<file path="config.mk">
export PLATFORM = sky130hd
export DESIGN_NAME = pc_redirect_ctrl
export DESIGN_NICKNAME = d
export VERILOG_FILES = /design/src/rtl/pc_redirect_ctrl_pkg.sv /design/src/rtl/pc_redirect_ctrl.sv
export SDC_FILE = /design/constraint.sdc
export NUM_CORES = 1
export LEC_CHECK = 0
export BUFFER_PORTS_ARGS = -buffer_cell sky130_fd_sc_hd__buf_2
export CAP_MARGIN = 20
export CORE_MARGIN = 3
export CORE_UTILIZATION = 30
export CTS_CLUSTER_SIZE = 8
export DETAILED_ROUTE_END_ITERATION = 12
export PLACE_DENSITY = 0.6
export SLEW_MARGIN = 10
export SYNTH_ARGS = -nofsm -noshare
export SYNTH_HDL_FRONTEND = slang
export SYNTH_SLANG_ARGS = --single-unit
</file>
<file path="constraint.sdc">
create_clock -name clk -period 1.9 [get_ports clk]
set_clock_uncertainty 0.1 [all_clocks]
set_input_delay 0.475 -clock clk [delete_from_list [all_inputs] [get_ports clk]]
set_output_delay 0.475 -clock clk [all_outputs]
set_load 0.01 [all_outputs]
</file>
<file path="src/rtl/pc_redirect_ctrl_pkg.sv">
// ============================================================================
// Module : pc_redirect_ctrl_pkg
// Brief  : Shared types and constants for the fetch-PC redirect controller.
// Rev    : 1.0  initial release
// ============================================================================
`default_nettype none

package pc_redirect_ctrl_pkg;

   typedef enum logic [1:0] {
      BOOT = 2'd0,
      RUN  = 2'd1,
      PEND = 2'd2
   } state_e;

   localparam logic [31:0] RESET_VECTOR_DFLT = 32'h0000_0000;
   localparam logic [31:0] TRAP_VECTOR_DFLT  = 32'h0000_0100;
   localparam int unsigned PC_STEP           = 4;

   function automatic logic word_aligned(input logic [1:0] lsbs);
      return (lsbs == 2'b00);
   endfunction

endpackage

`default_nettype wire

</file>
<file path="src/rtl/pc_redirect_ctrl.sv">
// ============================================================================
// Module : pc_redirect_ctrl
// Brief  : Fetch-PC owner; applies branch/jump redirects, holding one pending
//          redirect across imem stalls. Optional BRANCH_STATS_EN adds counters.
// Rev    : 1.0  initial release
// ============================================================================
`default_nettype none

module pc_redirect_ctrl
   import pc_redirect_ctrl_pkg::*;
#(
   parameter int unsigned           DATA_WIDTH   = 32,
   parameter logic [DATA_WIDTH-1:0] RESET_VECTOR = DATA_WIDTH'(RESET_VECTOR_DFLT),
   parameter logic [DATA_WIDTH-1:0] TRAP_VECTOR  = DATA_WIDTH'(TRAP_VECTOR_DFLT)
)(
   input  logic                  clk,
   input  logic                  rst,
   input  logic                  imem_ready,
   input  logic                  branch,
   input  logic                  branchN,
   input  logic                  jump,
   input  logic [DATA_WIDTH-1:0] target,
   output logic [DATA_WIDTH-1:0] pc,
   output logic [DATA_WIDTH-1:0] pc_plus4,
   output logic                  fetch_valid,
   output logic                  flush,
   output logic                  misalign
`ifdef BRANCH_STATS_EN
   ,
   output logic [31:0]           branch_cnt,
   output logic [31:0]           taken_cnt
`endif
);

   state_e                  state_q, state_d;
   logic [DATA_WIDTH-1:0]   pc_q, pc_d;
   logic [DATA_WIDTH-1:0]   pend_tgt_q, pend_tgt_d;
   logic                    take;

   function automatic logic [DATA_WIDTH-1:0] redirect_pc(input logic [DATA_WIDTH-1:0] addr);
      return word_aligned(addr[1:0]) ? addr : TRAP_VECTOR;
   endfunction

   assign pc          = pc_q;
   assign pc_plus4    = pc_q + DATA_WIDTH'(PC_STEP);
   assign fetch_valid = (state_q == RUN);

   always_comb begin
      take       = branchN | jump;
      state_d    = state_q;
      pc_d       = pc_q;
      pend_tgt_d = pend_tgt_q;
      flush      = 1'b0;
      misalign   = 1'b0;
      case (state_q)
         BOOT: begin
            pc_d    = RESET_VECTOR;
            state_d = RUN;
         end
         RUN: begin
            if (take) begin
               flush = 1'b1;
               if (imem_ready) begin
                  pc_d     = redirect_pc(target);
                  misalign = !word_aligned(target[1:0]);
               end else begin
                  pend_tgt_d = target;
                  state_d    = PEND;
               end
            end else if (imem_ready) begin
               pc_d = pc_plus4;
            end
         end
         // Misalign is flagged when the pending target is actually applied,
         // so a stalled misaligned redirect still yields a single pulse.
         PEND: begin
            if (imem_ready) begin
               pc_d     = redirect_pc(pend_tgt_q);
               misalign = !word_aligned(pend_tgt_q[1:0]);
               state_d  = RUN;
            end
         end
         default: state_d = BOOT;
      endcase
      if (rst) begin
         flush    = 1'b0;
         misalign = 1'b0;
      end
   end

   always_ff @(posedge clk) begin
      if (rst) begin
         state_q    <= BOOT;
         pc_q       <= RESET_VECTOR;
         pend_tgt_q <= '0;
      end else begin
         state_q    <= state_d;
         pc_q       <= pc_d;
         pend_tgt_q <= pend_tgt_d;
      end
   end

`ifdef BRANCH_STATS_EN
   if (1) begin : g_branch_stats
      logic [31:0] branch_cnt_q, branch_cnt_d;
      logic [31:0] taken_cnt_q,  taken_cnt_d;

      always_comb begin
         branch_cnt_d = branch_cnt_q;
         taken_cnt_d  = taken_cnt_q;
         if (state_q == RUN) begin
            if (branch)  branch_cnt_d = branch_cnt_q + 32'd1;
            if (branchN) taken_cnt_d  = taken_cnt_q + 32'd1;
         end
      end

      always_ff @(posedge clk) begin
         if (rst) begin
            branch_cnt_q <= '0;
            taken_cnt_q  <= '0;
         end else begin
            branch_cnt_q <= branch_cnt_d;
            taken_cnt_q  <= taken_cnt_d;
         end
      end

      assign branch_cnt = branch_cnt_q;
      assign taken_cnt  = taken_cnt_q;
   end
`else
   logic unused_branch;
   assign unused_branch = branch;
`endif

endmodule

`default_nettype wire

</file>
Word level (Yosys, flattened, before mapping)
Cells that the tools add are included.
Operators by class
  divide/modulo/power cells: 0
  muxes and demuxes: 19
  bitwise gates (word level): 2
  equal/unequal tests: 6
  add/subtract/negate cells: 1
  shift-type cells: 0
  multiply operators: 0
  reductions and logical operators: 9
  $lt $le $gt $ge: 0
Operators with widths (count)
  $mux W32: 6
  $pmux W32 S3: 1
  $add A32 B3 Y32 const B: 1
  $reduce_and A3 Y1: 3
  $mux W1: 7
  $logic_not A2 Y1: 3
  $mux W2: 3
  $ne A2 B2 Y1 const B: 3
  $pmux W2 S3: 1
  $reduce_bool A3 Y1: 1
  $eq A2 B1 Y1 const B: 1
  $eq A2 B2 Y1 const B: 1
  $logic_not A1 Y1: 2
  $ne A2 B1 Y1 const B: 1
  $pmux W1 S2: 1
  $not A1 Y1: 1
  $or A1 B1 Y1: 1
Storage, ports and cells
  ROM bits: 0
  memories: 0
  register bits: 66
  bits in latches: 0
  RAM bits: 0

Longest topological paths before layout
Gate-level depths: netlist of run 1.
  word-level depth: 6
  depth in mapped cells: 9
  gate-level depth less buffers: 7

Least setup slack after synthesis of run 1
No wires, ideal clock.
  kind: register -> output
  start: register pc_q[18] (netlist: pc[18])
  end: output pc_plus4[29]
  stages on the path, launching flop included: 6
  data arrival time: 1.658 ns
  setup slack: -0.333 ns
  buffers on the path: 1
  required time: 1.325 ns
  path through: dfxtp_1 buf_6 and4_4 nand4_4 or4b_4 xnor2_1
Between the ends
  longest elaborated chain between the ends: 1
Ends and longest elaborated chain
  start: declaration: line pc_redirect_ctrl.sv:36  | logic [DATA_WIDTH-1:0] pc_q, pc_d;
  start signal: assignment: line pc_redirect_ctrl.sv:98  | pc_q <= pc_d;
  $add A32 B3 Y32: line pc_redirect_ctrl.sv:45  | assign pc_plus4 = pc_q + DATA_WIDTH'(PC_STEP);
  end: declaration: line pc_redirect_ctrl.sv:24  | output logic [DATA_WIDTH-1:0] pc_plus4,
Every way passes these cells.

Final worst setup path of run 1
  start: register pc_q[12] (netlist: pc[12])
  end: output pc_plus4[24]
The elaborated chain is that of the path after synthesis.

==> results by stage, run 1 <==
Detailed routing:
- The average routed wire per standard cell is 18.6 um.
- The detailed-router iteration count before antenna repair is 5.
- Once detail routing completed, the nets flagged for antenna violations numbered 0.
- The first routing iteration left 401 violations.
- For this run, design rule violations remaining after detail routing come to 0.
- The via density per instance is 5.37.
- The via count is 4,953.
- For this block, the routed nets add up to 17,200 um of wire.

Setup path:
- The kind of critical path is flop to output pin.
- The required time at the endpoint of the critical path is 1320 ps.
- The internal reg-to-reg setup slack is -220 ps.
- The largest fanout on the critical path is 4.
- The kind of launch point of the worst setup path is a flop.
- The worst setup path is captured at an output pin.
- The arrival time of data at the critical path endpoint is 1980 ps.

Synthesis:
- In this run the biggest area consumer among cell types represents 35.3% of the synthesized area.
- After synthesis, the share of flip-flops with an asynchronous set or reset is 0%.
- The number of nets in the synthesized netlist is 517.
- The mean cell area of the mapped netlist is 7.90 um^2.
- The total standard cell area after synthesis is 3740 um^2.
- In this run, distinct cell masters in the synthesized netlist total 58.
- Yosys attributes the largest share of cell area to sky130_fd_sc_hd__dfxtp_1, sky130_fd_sc_hd__nand2_1, sky130_fd_sc_hd__a21oi_1.
- The count of flip-flops with a built-in enable after synthesis is 0.
- The number of instances in the synthesized netlist is 474.
- The top cell type by total area after synthesis is sky130_fd_sc_hd__dfxtp_1.
- During synthesis, Yosys emitted a total of 0 warnings.
- The most used flip-flop cell after synthesis is sky130_fd_sc_hd__dfxtp_1.
- Summing the sequential cell areas from Yosys gives 35.3% of the chip area.
- Counting flops and latches in the post-synthesis netlist gives 66.

Clock network:
- In this run, CTS created clock tree buffers numbering 9.
- The clock tree buffer depth is 2.
- The depth of the CTS H-tree is 3.
- The TritonCTS clock tree is done.
- The number of sinks on the clock net is 66.
- The tree is rooted in a sky130_fd_sc_hd__clkbuf_16.
- In this run, post-CTS hold repair placed 0 buffers.
- The clock transition at the registers of the reported paths is 60 ps.
- At the later pin of the worst-skew pair, clock insertion delay measures 350 ps.

Pwr:
- Overall power consumption after layout is estimated at 4.35 mW.
- The net switching fraction of the power is 29.4%.
- Power spread over the standard cell area amounts to 601 nW/um^2.
- IR analysis of the VDD net gives a maximum drop of 0.000443 V.
- The reported net switching power is 1.28 mW.
- The internal power of the cells is 3.08 mW.
- The leakage power figure is 3.37 nW.
- Per report_power, the combinational group accounts for 26.2% of the total.
- The clock network power share is 39.8%.
- Sequential cells burn 34.1% of the power.

Run status:
- The flow ran to the end, but the final reports show violations.
- The checks that failed: negative setup slack.

Die:
- The die is 118 um tall.
- The region available for standard cell placement spans 12,100 um^2.
- The floorplan die width is 118 um.
- The initial utilization of the core area, before any placement, comes to 30.9%.
- The die covers 13,900 um^2.
- For this design the top-level I/O count stands at 105.
- In this run the core area contains 40 standard-cell rows.

Layout:
- The final antenna diode count is 0.
- The sequential cells in the finished layout cover a total of 1370 um^2.
- The multi-input combinational cells in the finished layout cover a total of 3040 um^2.
- The relative area change from synthesis to final layout is 93.7%.
- The number of standard cells in the final layout excluding fillers is 922.
- Leaving out fill and tap cells, the most frequent cells in the layout are sky130_fd_sc_hd__buf_4, sky130_fd_sc_hd__buf_2, sky130_fd_sc_hd__nand2_1.
- At the end of the flow, the number of nets in the layout was 792.
- Leaving out fill and tap cells, the most frequent cell in the layout is sky130_fd_sc_hd__buf_4.
- The final instance area is 7250 um^2.
- The share of post-route cells with drive strength above 1 is 60.1%.
- The fill cell instance count of the final layout is 969.

STA:
- The worst slew slack as a fraction of its limit is 66.8%.
- The final number of setup-violating endpoints is 54.
- The minimum clock period is 2550 ps.
- On the final layout, the worst hold slack is 284 ps.
- The hold violation total from the final report came to 0.
- The portion of the clock cycle consumed by the worst path in the final layout is 134%.
- The number of pins with negative max-slew slack in the final report is 0.
- At the pin with the least slew margin, the transition time is 494 ps.
- The slack of the critical path is -651 ps.
- For this run, the top clock speed supported by timing is 0.392 GHz.
- Setup repair after global routing could not meet its margin everywhere.

Global route:
- The sum of overflow across all layers after global routing is 0.
- Entering global routing, the biggest net connects 27 pins.
- The initial antenna violation count is 0.
- For this run, the total global-route usage over all layers was measured as 21.1%.
- The wire length of the first global-routing pass is 23,900 um.
- The number of global-route vias before repair is 4,613.

Placement:
- The worst slack at placement is -272 ps.
- The congestion estimate from routability-driven global placement came to 0.923.
- The placed wire-length estimate after detailed placement is 10,500 um.
- Once placement completed, the tool counted placed cells totaling 835.
- The area after detailed placement is 5470 um^2.
- The number of buffers inserted by port buffering is 103.

Hold path:
- The min-delay analysis places its worst path in the category input pin to flop.

Flow run:
- The number of maximum-capacitance constraint violations is 0.
-- cells by family after synthesis --
family                   after synthesis  share of synthesized area, %
XOR/XNOR                              28                          6.55
AO/OA/AOI/OAI                        136                          24.9
AND/OR/NAND/NOR                      193                          26.1
flip-flops                            66                          35.3
buffers and inverters                 46                          5.45
adder cells (fa/ha/maj)                5                          1.67
-- through the flow --
stage,util (%),TNS (ps)
floorplan,-,-887
global placement,45.1,-6190
detailed placement,45.1,-7180
CTS,53.8,-11160
global route,59.9,-18180
finish,59.9,-14610
-- final timing paths --
path,from,endpoint,cells past startpoint
worst max register to register,pc[5],pc[29],6
worst min register to register,pend_tgt_q[31],pend_tgt_q[31],2
worst max-delay path,pc[12],pc_plus4[24],6
worst min-delay path,target[18],pend_tgt_q[18],3
-- registers in the layout, summed over array words and instances (netlist names) --
signal,count
pend_tgt_q,32
state_q,2
pc,32
-- critical path, stage by stage, from the launching register on --
cell and delay [ps]:
sky130_fd_sc_hd__dfxtp_4 370, sky130_fd_sc_hd__nand3_2 180, sky130_fd_sc_hd__nor4_2 310, sky130_fd_sc_hd__buf_4 180, sky130_fd_sc_hd__nand4_1 180, sky130_fd_sc_hd__xnor2_2 230, sky130_fd_sc_hd__buf_2 170
-- cells in the mapped netlist, drive strengths merged, types with 5 or more instances --
library cell,n
a21oi,41
a22o,12
a22oi,16
a31oi,5
and3,6
buf,9
clkbuf,26
dfxtp,66
ha,5
inv,11
nand2,86
nand2b,5
nand3,17
nand4,13
nor2,26
nor3,12
nor4,10
o21ai,18
o2bb2ai,8
xnor2,16
xor2,12
-- layout make-up --
type                       instances  area share (%)
clock inverter                     2           0.483
tap                              168            2.90
inverter                          11           0.604
timing repair buffer             299            31.6
multi-input combinational        362            41.9
clock buffer                      14            3.64
sequential                        66            18.9
-- layer usage --
layer	track usage [%]	vias to the layer above	routed length [um]
li1	-	2281	-
met4	6.15	0	516
met2	34.9	240	8520
met5	0	-	0
met3	4.18	52	1300
met1	28.1	2380	6850
-- power groups by stage --
stage | Clock (mW) | Combinational (mW) | Sequential, mW
after floorplan | 0 | 0.387 | 1.51
after global placement | 0 | 0.745 | 1.51
after detailed placement | 0 | 0.757 | 1.51
after CTS | 1.72 | 0.915 | 1.48
after global routing | 1.79 | 1.20 | 1.49
final | 1.73 | 1.14 | 1.48
-- timing repair --
item,4_1_cts,5_1_grt
cloned,0,3
setup endpoints to repair,77,59
pin swaps,46,66
setup buffers,43,35
resized for setup,100,101
(Power assumes the default switching activity.)
==> run 2: changes to the inputs <==
CORE_MARGIN = 2   (was 3)
==> run 2 against run 1 <==
Against the previous run: the run still ends with negative setup slack left; setup slack better by 27 ps; sequential power is essentially flat; critical path type unchanged; global-route usage up 0.35 points; critical path depth grew 1; wire length down 8.0%; combinational power decreased by 9%; clock power about the same; power shrank 2.4%.
==> results by stage, run 2 (synthesis results as in run 1) <==
Run status:
- The flow ran to the end, but the final reports show violations.
- The checks that failed: negative setup slack.

Hold path:
- The kind of path behind the tightest hold check is input pin to flop.

Detailed routing:
- The detailed-router iteration count before antenna repair is 5 (unchanged).
- The remaining routing DRC violations is 0 (unchanged).
- The average routed wire per standard cell is 17.6 um (-5.6%).
- The via count was 4,796 (-3.2%).
- The via density per instance is 5.34 (-0.58%).
- The overall routed net length is 15,800 um (-8.0%).
- The violation count after the first detailed-route iteration came to 278 (-31%).
- The number of nets with antenna violations after detailed routing is 0 (unchanged).

Clock network:
- The number of sinks on the clock net is 66 (unchanged).
- The clock insertion delay at the later pin of the skew report is 340 ps (about the same).
- The clock transition at the registers of the reported paths is 60 ps (about the same).
- The total of hold buffers inserted after clock tree synthesis is 0 (unchanged).
- The clock tree buffer depth was 2 (unchanged).
- The TritonCTS buffer count came to 9 (unchanged).
- The depth of the CTS H-tree is 3 (unchanged).
- TritonCTS built the clock tree.
- The root buffer cell is sky130_fd_sc_hd__clkbuf_16.

Pwr:
- The leakage power figure is 3.17 nW (-5.8%).
- The power density relative to cell area is 612 nW/um^2 (+2.0%).
- The maximum resistive drop on vdd is 0.000434 V (-2.2%).
- The total power came to 4.25 mW (-2.4%).

Setup path:
- For this design, the slowest cell found on the critical path is sky130_fd_sc_hd__dfxtp_2.
- Among the stages of the critical path, the cell type that occurs most often is sky130_fd_sc_hd__nand4_1.
- The kind of launch point of the worst setup path is a flop.
- The arrival time of data at the critical path endpoint is 1950 ps (-30 ps).
- The kind of critical path is flop to output pin.
- The required time at the endpoint of the critical path was 1320 ps (about the same).
- The delay of the slowest critical-path stage is 330 ps (-40 ps).
- STA classifies the critical path endpoint as an output pin.
- The largest fanout on the critical path is 5 (+1).
- The signal on the critical path passes through buf_6 -> nand4_1 -> nor4_4 -> buf_4 -> nand4_1 -> xnor2_2 -> buf_2.

Die:
- The floorplan die width is 116 um (-1.7%).
- The number of standard-cell rows in the floorplan came to 40 (unchanged).
- The die area is 13,400 um^2 (-3.4%).
- The floorplan die height is 116 um (-1.7%).
- The core box area is 12,100 um^2 (unchanged).
- The I/O pin count is 105 (unchanged).
- The effective utilization at floorplan is 30.9% (unchanged).

Placement:
- The placed wire-length estimate after detailed placement is 10,600 um (+1.1%).
- The area after detailed placement came to 5440 um^2 (-0.50%).
- The number of buffers inserted by port buffering was 103 (unchanged).
- The final weighted congestion of routability-driven global placement came to 0.906 (-1.8%).

STA:
- The highest clock frequency the design can meet came to 0.396 GHz (+1.1%).
- The minimum clock period is 2520 ps (-27.4 ps).
- The slack of the critical path is -624 ps (+27.4 ps).
- The final setup TNS is -13,390 ps (+1220 ps).
- The number of pins with negative max-slew slack in the final report is 0 (unchanged).
- The worst slew slack as a fraction of its limit is 65.7% (-1.1 points).
- Setup repair after global routing could not meet its margin everywhere.
- The final number of setup-violating endpoints was 44 (-19%).
- The worst-margin pin slew is 513 ps (+19.8 ps).
- The portion of the clock cycle consumed by the worst path in the final layout is 133% (-1.4 points).
- The hold violation total from the final report was 0 (unchanged).

Global route:
- The initial antenna violation count is 0 (unchanged).
- The number of global-route vias before repair was 4,414 (-4.3%).
- The wire length of the first global-routing pass is 22,300 um (-6.8%).
- The largest net degree at the start of global routing came to 24 (-11%).
- The sum of overflow across all layers after global routing is 0 (unchanged).
- The total routing usage reported by global routing is 21.5% (+0.35 points).

Layout:
- Leaving out fill and tap cells, the most frequent cell in the layout is sky130_fd_sc_hd__buf_4.
- The share of post-route cells with drive strength above 1 is 57.9% (-2.1 points).
- The layout net count is 768 (-3.0%).
- The fill cell instance count of the final layout is 1,024 (+5.7%).
- From synthesis to final layout, the design area changed by 85.5%.
- The final instance area is 6940 um^2 (-4.2%).
- The final antenna diode count was 0 (unchanged).
- The library cells used most frequently in the layout, excluding fill and tap cells, are sky130_fd_sc_hd__buf_4, sky130_fd_sc_hd__buf_2, sky130_fd_sc_hd__nand2_1.

Flow run:
- The number of maximum-capacitance constraint violations was 0 (unchanged).
-- run 2: cell type report --
type                    count  area (um^2)  share of cell area (%)
multi-input cells         362         2970                    42.8
clock inverters             5         52.6                   0.757
well taps                 168          210                    3.03
flip-flops and latches     66         1360                    19.6
clock buffers              11          253                    3.64
repair buffers            275         2050                    29.6
inverters                  11         43.8                   0.631
-- run 2: critical path: cells and delay by family, from the launching register on --
kind | cells | cell delay (ps)
buffers and inverters | 3 | 450
AND/OR/NAND/NOR | 3 | 600
flip-flops | 1 | 330
XOR/XNOR | 1 | 220
-- run 2: path summary, 6_finish.rpt --
kind	startpoint	to	slack (ps)	cells past startpoint
worst max register to register	pc[2]	pc[29]	-200	6
worst min-delay path	target[16]	pend_tgt_q[16]	290	3
worst max-delay path	pc[19]	pc_plus4[24]	-620	7
worst min register to register	pc[0]	pc[0]	350	2
-- run 2: per-layer routing --
metal | global-route usage (%) | part of all wire (%) | wire [um] | up-vias
met3 | 2.72 | 6.2 | 984 | 34
met5 | 0 | 0 | 0 | -
met2 | 36.1 | 50 | 7840 | 187
met4 | 9.29 | 2.5 | 391 | 0
li1 | - | - | - | 2241
met1 | 27.8 | 42 | 6580 | 2334
-- run 2: what timing repair did --
action / in CTS / in global routing
setup buffers: 29 / 31
endpoints found under the setup margin: 54 / 60
pin swaps: 31 / 57
cloned: 0 / 2
gates resized for setup: 71 / 116
-- run 2: through the flow --
| stage | hold WS (ps) | setup WS, ps | util, % | instances |
|---|---|---|---|---|
| after global routing | 292 | -671 | 57.3 | 898 |
| after CTS | 280 | -602 | 51.6 | 876 |
| final | 288 | -624 | 57.3 | 898 |
| after global placement | 338 | -256 | 44.9 | 833 |
| after detailed placement | 344 | -269 | 44.9 | 833 |
| after floorplan | 332 | -198 | - | 474 |
-- run 2: power by group --
group / internal [mW] / total (mW) / switching (mW)
Sequential: 1.44 / 1.49 / 0.0464
Clock: 1.08 / 1.72 / 0.644
Combinational: 0.486 / 1.04 / 0.552
